File: src/rtl/mux_rr_select.sv
// Round-robin select controller for a 4-to-1 mux. It drives the mux select, holds a grant for
// up to BURST transfers, and presents one valid/ready handshake toward the mux consumer.
module mux_rr_select #(
    parameter int unsigned BURST = 4
) (
    input  logic       clk,
    input  logic       rst_n,
    input  logic [3:0] ch_valid,
    input  logic       out_ready,
    output logic [1:0] s,
    output logic       out_valid,
    output logic [3:0] ch_ready,
    output logic       busy
);

    typedef enum logic {StIdle, StGrant} state_e;

    localparam logic [3:0] BurstLen = 4'(BURST);

    state_e     state_q, state_d;
    logic [1:0] s_q, s_d;
    logic [1:0] ptr_q, ptr_d;
    logic [3:0] cnt_q, cnt_d;
    logic [1:0] win, idx;
    logic       found;
    logic       sel_valid;
    logic       xfer;

    // First requesting channel at or after the pointer, wrapping mod 4.
    always_comb begin
        win   = ptr_q;
        found = 1'b0;
        idx   = ptr_q;
        for (int i = 0; i < 4; i++) begin
            idx = ptr_q + 2'(i);
            if (!found && ch_valid[idx]) begin
                win   = idx;
                found = 1'b1;
            end
        end
    end

    assign sel_valid = ch_valid[s_q];
    assign xfer      = sel_valid & out_ready;

    always_comb begin
        state_d = state_q;
        s_d     = s_q;
        ptr_d   = ptr_q;
        cnt_d   = cnt_q;
        unique case (state_q)
            StIdle: begin
                if (found) begin
                    s_d     = win;
                    cnt_d   = 4'd0;
                    state_d = StGrant;
                end
            end
            StGrant: begin
                // A dropped valid ends the burst early; a stall just holds.
                if (!sel_valid) begin
                    state_d = StIdle;
                    ptr_d   = s_q + 2'd1;
                end else if (xfer) begin
                    if (cnt_q + 4'd1 == BurstLen) begin
                        state_d = StIdle;
                        ptr_d   = s_q + 2'd1;
                    end else begin
                        cnt_d = cnt_q + 4'd1;
                    end
                end
            end
            default: state_d = StIdle;
        endcase
    end

    always_ff @(posedge clk or negedge rst_n) begin
        if (!rst_n) begin
            state_q <= StIdle;
            s_q     <= 2'd0;
            ptr_q   <= 2'd0;
            cnt_q   <= 4'd0;
        end else begin
            state_q <= state_d;
            s_q     <= s_d;
            ptr_q   <= ptr_d;
            cnt_q   <= cnt_d;
        end
    end

    assign s         = s_q;
    assign busy      = (state_q == StGrant);
    assign out_valid = busy & sel_valid;
    assign ch_ready  = (busy && out_ready) ? (4'b0001 << s_q) : 4'b0000;

endmodule

File: config.mk
export PLATFORM = sky130hd
export DESIGN_NAME = mux_rr_select
export DESIGN_NICKNAME = d
export VERILOG_FILES = /design/src/rtl/mux_rr_select.sv
export SDC_FILE = /design/constraint.sdc
export NUM_CORES = 1
export LEC_CHECK = 0
export CORE_MARGIN = 10
export CORE_UTILIZATION = 40
export DETAILED_ROUTE_END_ITERATION = 16
export GPL_ROUTABILITY_DRIVEN = 0
export GPL_TIMING_DRIVEN = 0
export PLACE_DENSITY_LB_ADDON = 0.05
export SYNTH_ARGS = -nofsm -noshare
export SYNTH_HDL_FRONTEND = slang
export SYNTH_SLANG_ARGS = --single-unit
File: constraint.sdc
create_clock -name clk -period 3.7 [get_ports clk]
set_clock_uncertainty 0.15 [all_clocks]
set_input_delay 0.925 -clock clk [delete_from_list [all_inputs] [get_ports clk]]
set_output_delay 0.925 -clock clk [all_outputs]
set_load 0.02 [all_outputs]
Word-level counts from Yosys, hierarchy flattened
Index checks and enable logic that the tools add are counted.

operators by class
  $add $sub $neg = 5
  order comparisons = 5
  equality and inequality tests = 7
  shift operators = 1
  mux-type cells = 31
  bitwise gates (word level) = 3
  reduce and logical (&&, ||, !) cells = 10

operators with widths
  operator                                                                      count
  4-bit 2-to-1 mux                                                              5
  2-bit by 3-bit less-than comparator with 1-bit output, second input constant  5
  1-bit 2-to-1 mux                                                              13
  2-bit 2-to-1 mux                                                              6
  1-bit binary-select mux with 2-bit select                                     5
  2-bit by 1-bit != test with 1-bit output, second input constant               4
  4-bit case mux with 2 select lines                                            1
  2-bit by 1-bit adder with 2-bit output, second input constant                 2
  2-bit adder, second input constant                                            2
  4-bit by 1-bit adder with 4-bit output, second input constant                 1
  4-bit by 3-bit equality test with 1-bit output, second input constant         1
  1-bit logical AND                                                             4
  2-bit != test, second input constant                                          2
  4-bit AND reduction                                                           1
  1-bit by 2-bit << shifter with 4-bit output, first input constant             1
  1-bit logical NOT                                                             3
  3-bit AND reduction                                                           1
  1-bit AND                                                                     2
  1-bit case mux with 2 select lines                                            1
  2-bit AND reduction                                                           1
  1-bit NOT                                                                     1

storage, ports and cells
  register bits after elaboration = 9
  input port bits = 7
  output and inout port bits = 8

Depth between registers and ports, before layout
Gate-level depths: netlist of run 1.

  depth after elaboration = 14
  gate-level depth with buffers = 5

Worst setup path after synthesis of run 1
OpenSTA, ideal clock, no wires.

  kind = input -> output
  start point = in ch_valid[3]
  end point = out out_valid
  arrival = 1.673 ns
  required time = 2.625 ns
  path slack = 0.952 ns
  stages on the path = 2
  cell sequence = mux4_2 -> and2_2

between the ends
  word-level cells in the longest chain between the ends = 3

ends and longest elaborated chain
  element                                    RTL line  RTL
  start, declared                            8         input logic [3:0] ch_valid,
  1-bit binary-select mux with 2-bit select  43        assign sel_valid = ch_valid[s_q];
  1-bit 2-to-1 mux (implied by the code)     43
  1-bit AND                                  93        assign out_valid = busy & sel_valid;
  end, declared                              11        output logic out_valid,

Every way passes these cells. The select of a mux whose other input is x is not followed.

Final worst setup path of run 1
  start point = in ch_valid[0]
  end point = out out_valid

The elaborated chain is that of the path after synthesis.

==> results.json, run 1 <==
{
  "yosys_most_used_dff": "dfrtp_1",
  "synth.area.top_cells": "dfrtp_1, ha_1, mux2i_1, nand2_1, and3_1",
  "placed_cell_area_sq_um": 852,
  "utilization_pct": 55.8,
  "drt_pass1_iterations": 4,
  "synth_enable_flop_cells": 0,
  "internal-power_mw": 0.326,
  "net_switching_power_mw": 0.234,
  "report.power.total_mw": 0.560,
  "synth_top_cell_area_share_pct": 32.5,
  "final.period_utilization_pct": 97.6,
  "final.fill_count": 149,
  "p_sw_share_pct": 41.8,
  "combinationalPowerShare_pct": 53.1,
  "drc_errors": 0,
  "grt_use_total_pct": 8.19,
  "hpwl_um": 1200,
  "hold_path_end": "cnt_q[3]",
  "synth_largest_area_cell": "dfrtp_1",
  "max_cap_check_violation_count": 0,
  "cts-root-to-sink-buffers": 2,
  "netlist_top_cells_count": "dfrtp_1, nand2_1, ha_1",
  "postSynthCellCount": 68,
  "synth_cell_type_count": 32,
  "grt_pass1_vias": 525,
  "hold_start": "cnt_q[3]",
  "die_area_sq_um": 3790,
  "yosys_reg_bits": 9,
  "synth-seq-area-share_pct": 32.5,
  "route.detailed.vias_per_inst": 5.56,
  "placement.io_buffers": 14,
  "mean_instance_size_in_the_synthesized_netlist_sq_um": 10.2,
  "drt-initial-drc-count": 16,
  "tritoncts_num_sinks": 9,
  "tightest_slew_ps": 836,
  "synthArstFlopShare_pct": 100,
  "starting_utilization_of_the_core_area_pct": 43.9,
  "multiInputGateArea_sq_um": 452,
  "worst_r2r_endpoint": "cnt_q[3]",
  "grt_setup_unrepaired": "false",
  "worst_r2r_startpoint": "cnt_q[0]",
  "remaining_max_slew_budget_at_the_tightest_pin_pct": 43.6,
  "ys_warn_count": 0,
  "hold_class": "reg2reg",
  "placement_rows": 14,
  "yosys.cell_count.top_type": "dfrtp_1",
  "antenna_violations_before_repair": 0,
  "routed-wl-met2_um": 589,
  "total_clock_buffers_created_by_cts": 3,
  "power_frac_clock_pct": 12.6,
  "worst_r2r_path_depth": 5,
  "layout.nets": 100,
  "cts_tree": "yes",
  "ioPinCount": 15,
  "globalRouteOverflowTotal": 0,
  "timing.fmax_mhz": 277,
  "clock_slew_seen_by_the_registers_of_the_worst_setup_and_hold_paths_ps": 60,
  "pin_count_of_the_biggest_net_entering_global_routing": 10,
  "clock_latency_ps": 250,
  "syn_area_sq_um": 692,
  "finalHoldViolCount": 0,
  "final.hold.worst_slack_ps": 363,
  "layout_min_cycle_time_ps": 3610,
  "reg2reg_slack_ps": 1760,
  "final_max_slew_viol_count": 0,
  "worst_hold_path.num_cells": 1,
  "route.layer.met1.wl_um": 765,
  "met3_wirelength_um": 107,
  "power_per_cell_area_nw_per_um2": 636,
  "drive_above_1_share_pct": 17.4,
  "average_wire_per_standard_cell_um": 14.3,
  "htree_num_levels": 1,
  "die_height_um": 61.6,
  "num_vias": 567,
  "timing.critical_path.arrival_ps": 2530,
  "coreArea_sq_um": 1580,
  "max-vdd-ir-drop_mv": 0.366,
  "syn_nets": 81,
  "die_w_um": 61.6,
  "cts_root_cell": "clkbuf_4",
  "drtAntennaViolNets": 0,
  "topRoutingLayerUsed": "met3",
  "leakagePower_nw": 0.406,
  "cts-hold-fix-buffers": 0,
  "syn2layout_area_growth_pct": 27.1,
  "setup.worst_path.end_class": "primary output",
  "layout.cell_area.non_filler_sq_um": 880,
  "grt_first_pass_wirelength_um": 2450,
  "status": "completed",
  "antenna_cells": 0,
  "power.share.sequential_pct": 34.3,
  "final-seq-area_sq_um": 225,
  "timing.critical_path.required_ps": 2620,
  "finalWirelength_um": 1460,
  "crit_path_start_kind": "input pin",
  "worstPathMaxFanout": 5,
  "report.final.setup_viol": 0,
  "timing.setup.critical_path_class": "in2out"
}
stage by stage:
step,worst slack [ps],instances,setup TNS [ps]
CTS,47.4,102,0
global placement,-159,98,-159
detailed placement,-170,98,-170
global route,44.5,102,0
floorplan,952,68,0
finish,90.2,102,0
layout make-up:
class / instances / area share (%)
multi-input combinational: 55 / 51.4
sequential: 9 / 25.6
timing repair buffer: 14 / 16.1
clock buffer: 4 / 2.99
tap: 16 / 2.28
inverter: 4 / 1.71
what timing repair did:
| item | CTS | global route |
|---|---|---|
| buffers inserted | 0 | 0 |
| resized for setup | 1 | 1 |
| endpoints found under the setup margin | 1 | 1 |
| gates cloned | 0 | 0 |
cell usage in the layout (no fill, tap or decap), types with 2 or more instances in the layout:
master | netlist | final
nand2_1 | 8 | 8
nor2b_1 | 2 | 2
mux2i_1 | 3 | 3
nand3_1 | 2 | 2
inv_1 | 4 | 4
a21oi_1 | 3 | 3
dfrtp_1 | 9 | 9
nor3_1 | 2 | 2
clkbuf_4 | 0 | 3
and3_1 | 4 | 4
o21ai_0 | 2 | 2
a21bo_2 | 2 | 2
mux2_2 | 2 | 2
clkdlybuf4s50_1 | 0 | 12
ha_1 | 6 | 6
routing by layer:
metal | track usage (%) | vias to the layer above
li1 | - | 295
met1 | 12.3 | 260
met2 | 11.0 | 12
met3 | 2.26 | 0
met4 | 1.91 | 0
met5 | 0 | -
worst max-delay path by stage:
| stage | from | end | slack [ps] | depth (start not counted) |
|---|---|---|---|---|
| after floorplan | ch_valid[3] | out_valid | 950 | 2 |
| after global placement | ch_valid[3] | out_valid | -160 | 4 |
| after detailed placement | ch_valid[3] | out_valid | -170 | 4 |
| after CTS | ch_valid[3] | out_valid | 50 | 4 |
| after global routing | ch_valid[0] | out_valid | 40 | 4 |
| final | ch_valid[0] | out_valid | 90 | 4 |
power groups by stage:
stage | combinational, mW | sequential [mW] | clock (mW)
finish | 0.297 | 0.192 | 0.0707
global route | 0.329 | 0.202 | 0.0807
global placement | 0.305 | 0.196 | 0
CTS | 0.303 | 0.193 | 0.0736
floorplan | 0.179 | 0.200 | 0
detailed placement | 0.305 | 0.196 | 0
kinds of logic after synthesis:
family                     count (synthesis)  synth area share, %
and+or+nand+nor                           28                 24.6
AOI/OAI and AO/OA                         15                 19.0
DFF                                        9                 32.6
muxes                                      6                 10.8
adders and majority gates                  6                 10.8
buffers and inverters                      4                 2.17
flip-flops by register name (all words and copies together) (netlist names):
name / count
ptr_q: 2
cnt_q: 4
busy: 1
s: 2
critical path, stage by stage:
cell and delay (ps):
clkdlybuf4s50_1 510, mux4_2 550, and2_2 230, dlygate4sd2_1 320
Power figures use the tool's default switching activity.
==> inputs of run 2 (changes only) <==
Settings changed: CORE_UTILIZATION 40 to 45, SETUP_SLACK_MARGIN set to 0.3.
==> run 2 against run 1 <==
Effect of this change: clock-buffer cell count stayed put; flip-flop and latch count is the same; sequential power is essentially flat; total power rose by 1.7%; clock power grew 4.8%; die area shrank 7.6%; final area decreased by 0.57%; via count increased by 4.1%; sequential share of layout area is 0.15 points higher; hold slack improved by 3.0 ps; wire length rose by 6.4%; first-iteration DRC count down 25%; critical endpoint unchanged; largest power group unchanged; highest routed layer is now met4.
==> results.json, run 2 (synthesized netlist as in run 1, its figures left out) <==
{
  "coreArea_sq_um": 1470,
  "final.fill_count": 141,
  "clock_slew_seen_by_the_registers_of_the_worst_setup_and_hold_paths_ps": 60,
  "cts-hold-fix-buffers": 0,
  "worstPathMaxFanout": 7,
  "die_area_sq_um": 3510,
  "max-vdd-ir-drop_mv": 0.358,
  "tritoncts_num_sinks": 9,
  "globalRouteOverflowTotal": 0,
  "antenna_violations_before_repair": 0,
  "timing.critical_path.cells": "dlygate4sd2_1 -> mux4_2 -> and2_2 -> dlygate4sd2_1",
  "timing.critical_path.required_ps": 2620,
  "power_per_cell_area_nw_per_um2": 651,
  "num_vias": 590,
  "average_wire_per_standard_cell_um": 15.1,
  "drive_above_1_share_pct": 18.4,
  "grt_pass1_vias": 554,
  "register_ranked_first_by_flip_flop_count": "cnt_q",
  "hpwl_um": 1240,
  "worst_r2r_path_depth": 4,
  "clock_latency_ps": 260,
  "largest_register_ff_count": 4,
  "placed_cell_area_sq_um": 852,
  "starting_utilization_of_the_core_area_pct": 47.0,
  "worst_r2r_startpoint": "s[0]",
  "cts_tree": "yes",
  "placement_rows": 14,
  "grt_use_total_pct": 9.08,
  "hold_class": "reg2reg",
  "grt_setup_unrepaired": "false",
  "placement.io_buffers": 14,
  "drc_errors": 0,
  "status": "completed",
  "timing.setup.critical_path_class": "in2out",
  "grt_first_pass_wirelength_um": 2530,
  "timing.critical_path.depth": 4,
  "crit_end": "out_valid",
  "antenna_cells": 0,
  "total_clock_buffers_created_by_cts": 3,
  "die_height_um": 59.2,
  "tightest_slew_ps": 803,
  "fin_setup_tns_ps": 0,
  "final-seq-area_sq_um": 225,
  "drt_pass1_iterations": 4,
  "cts_root_cell": "clkbuf_4",
  "drtAntennaViolNets": 0,
  "syn2layout_area_growth_pct": 26.4,
  "layout.nets": 101,
  "finalWirelength_um": 1560,
  "final_max_slew_viol_count": 0,
  "critPathMaxStageDelay_ps": 500,
  "die_w_um": 59.2,
  "timing.critical_path.arrival_ps": 2280,
  "finalHoldViolCount": 0,
  "max_cap_check_violation_count": 0,
  "pin_count_of_the_biggest_net_entering_global_routing": 10,
  "cts-root-to-sink-buffers": 2,
  "final.hold.worst_slack_ps": 366,
  "worst_r2r_endpoint": "ptr_q[0]",
  "crit_path_top_delay_cell": "mux4_2",
  "remaining_max_slew_budget_at_the_tightest_pin_pct": 45.9,
  "multiInputGateArea_sq_um": 452,
  "critical_path_source": "ch_valid[3]",
  "leakagePower_nw": 0.422,
  "reg2reg_slack_ps": 1710,
  "route.detailed.vias_per_inst": 5.73,
  "timing.fmax_mhz": 298,
  "layout.cell_area.non_filler_sq_um": 875,
  "drt-initial-drc-count": 12,
  "placed_cells": 98,
  "final_cell_mix": "dfrtp_1, dlygate4sd2_1, nand2_1, ha_1, clkdlybuf4s50_1",
  "ioPinCount": 15,
  "cp.buffers_inverters": 2,
  "layout_min_cycle_time_ps": 3360,
  "final-instance-count-excl-fill": 103,
  "setup.worst_path.end_class": "primary output",
  "report.final.setup_viol": 0,
  "final.period_utilization_pct": 90.7,
  "crit_path_start_kind": "input pin",
  "cp_top_family": "buffers and inverters",
  "path_common_cell": "dlygate4sd2_1",
  "htree_num_levels": 1
}
==> run 2: per-layer routing <==
| metal | part of all wire [%] | GRT usage [%] |
|---|---|---|
| met3 | 8.8 | 3.65 |
| met2 | 41 | 12.0 |
| met1 | 48 | 11.6 |
| met5 | 0 | 0 |
| met4 | 2.4 | 5.90 |
==> run 2: how the worst min path moves through the flow <==
| stage | cells past startpoint | start | slack [ps] | endpoint |
|---|---|---|---|---|
| finish | 1 | cnt_q[3] | 370 | cnt_q[3] |
| global route | 1 | cnt_q[3] | 380 | cnt_q[3] |
| CTS | 1 | cnt_q[3] | 370 | cnt_q[3] |
| detailed placement | 1 | cnt_q[3] | 350 | cnt_q[3] |
| global placement | 1 | cnt_q[3] | 350 | cnt_q[3] |
| floorplan | 1 | cnt_q[3] | 310 | cnt_q[3] |
==> run 2: area by class of cell <==
class                           instances  share of cell area (%)
Multi-Input combinational cell         55                    51.6
Sequential cell                         9                    25.8
Timing Repair Buffer                   15                    15.6
Clock buffer                            4                    3.00
Tap cell                               16                    2.29
Inverter                                4                    1.72
==> run 2: metrics by stage <==
stage	total power [mW]	setup slack, ps	util [%]
6_report	0.569	345	59.4
2_1_floorplan	0.379	952	-
3_3_place_gp	0.499	-167	57.9
5_1_grt	0.618	305	59.4
3_5_place_dp	0.502	-167	57.9
4_1_cts	0.576	343	59.4
==> run 2: where the power goes <==
part / internal (mW) / switching, mW
registers: 0.135 / 0.0601
logic: 0.151 / 0.150
clock network: 0.0415 / 0.0327
==> run 2: what timing repair did <==
item	4_1_cts	5_1_grt
resized for setup	9	0
setup endpoints to repair	5	0
setup buffers	1	0
==> run 2: worst register-to-register path: stages, from the launching register on <==
cell and delay (ps):
dfrtp_1 460, mux4_2 540, buf_4 160, a31oi_2 200
mux2_2 360
==> inputs of run 3 (changes only) <==
Settings changed: SLEW_MARGIN set to 20.
==> results of run 3 <==
Final layout, timing and power as in run 2 (identical DEF).
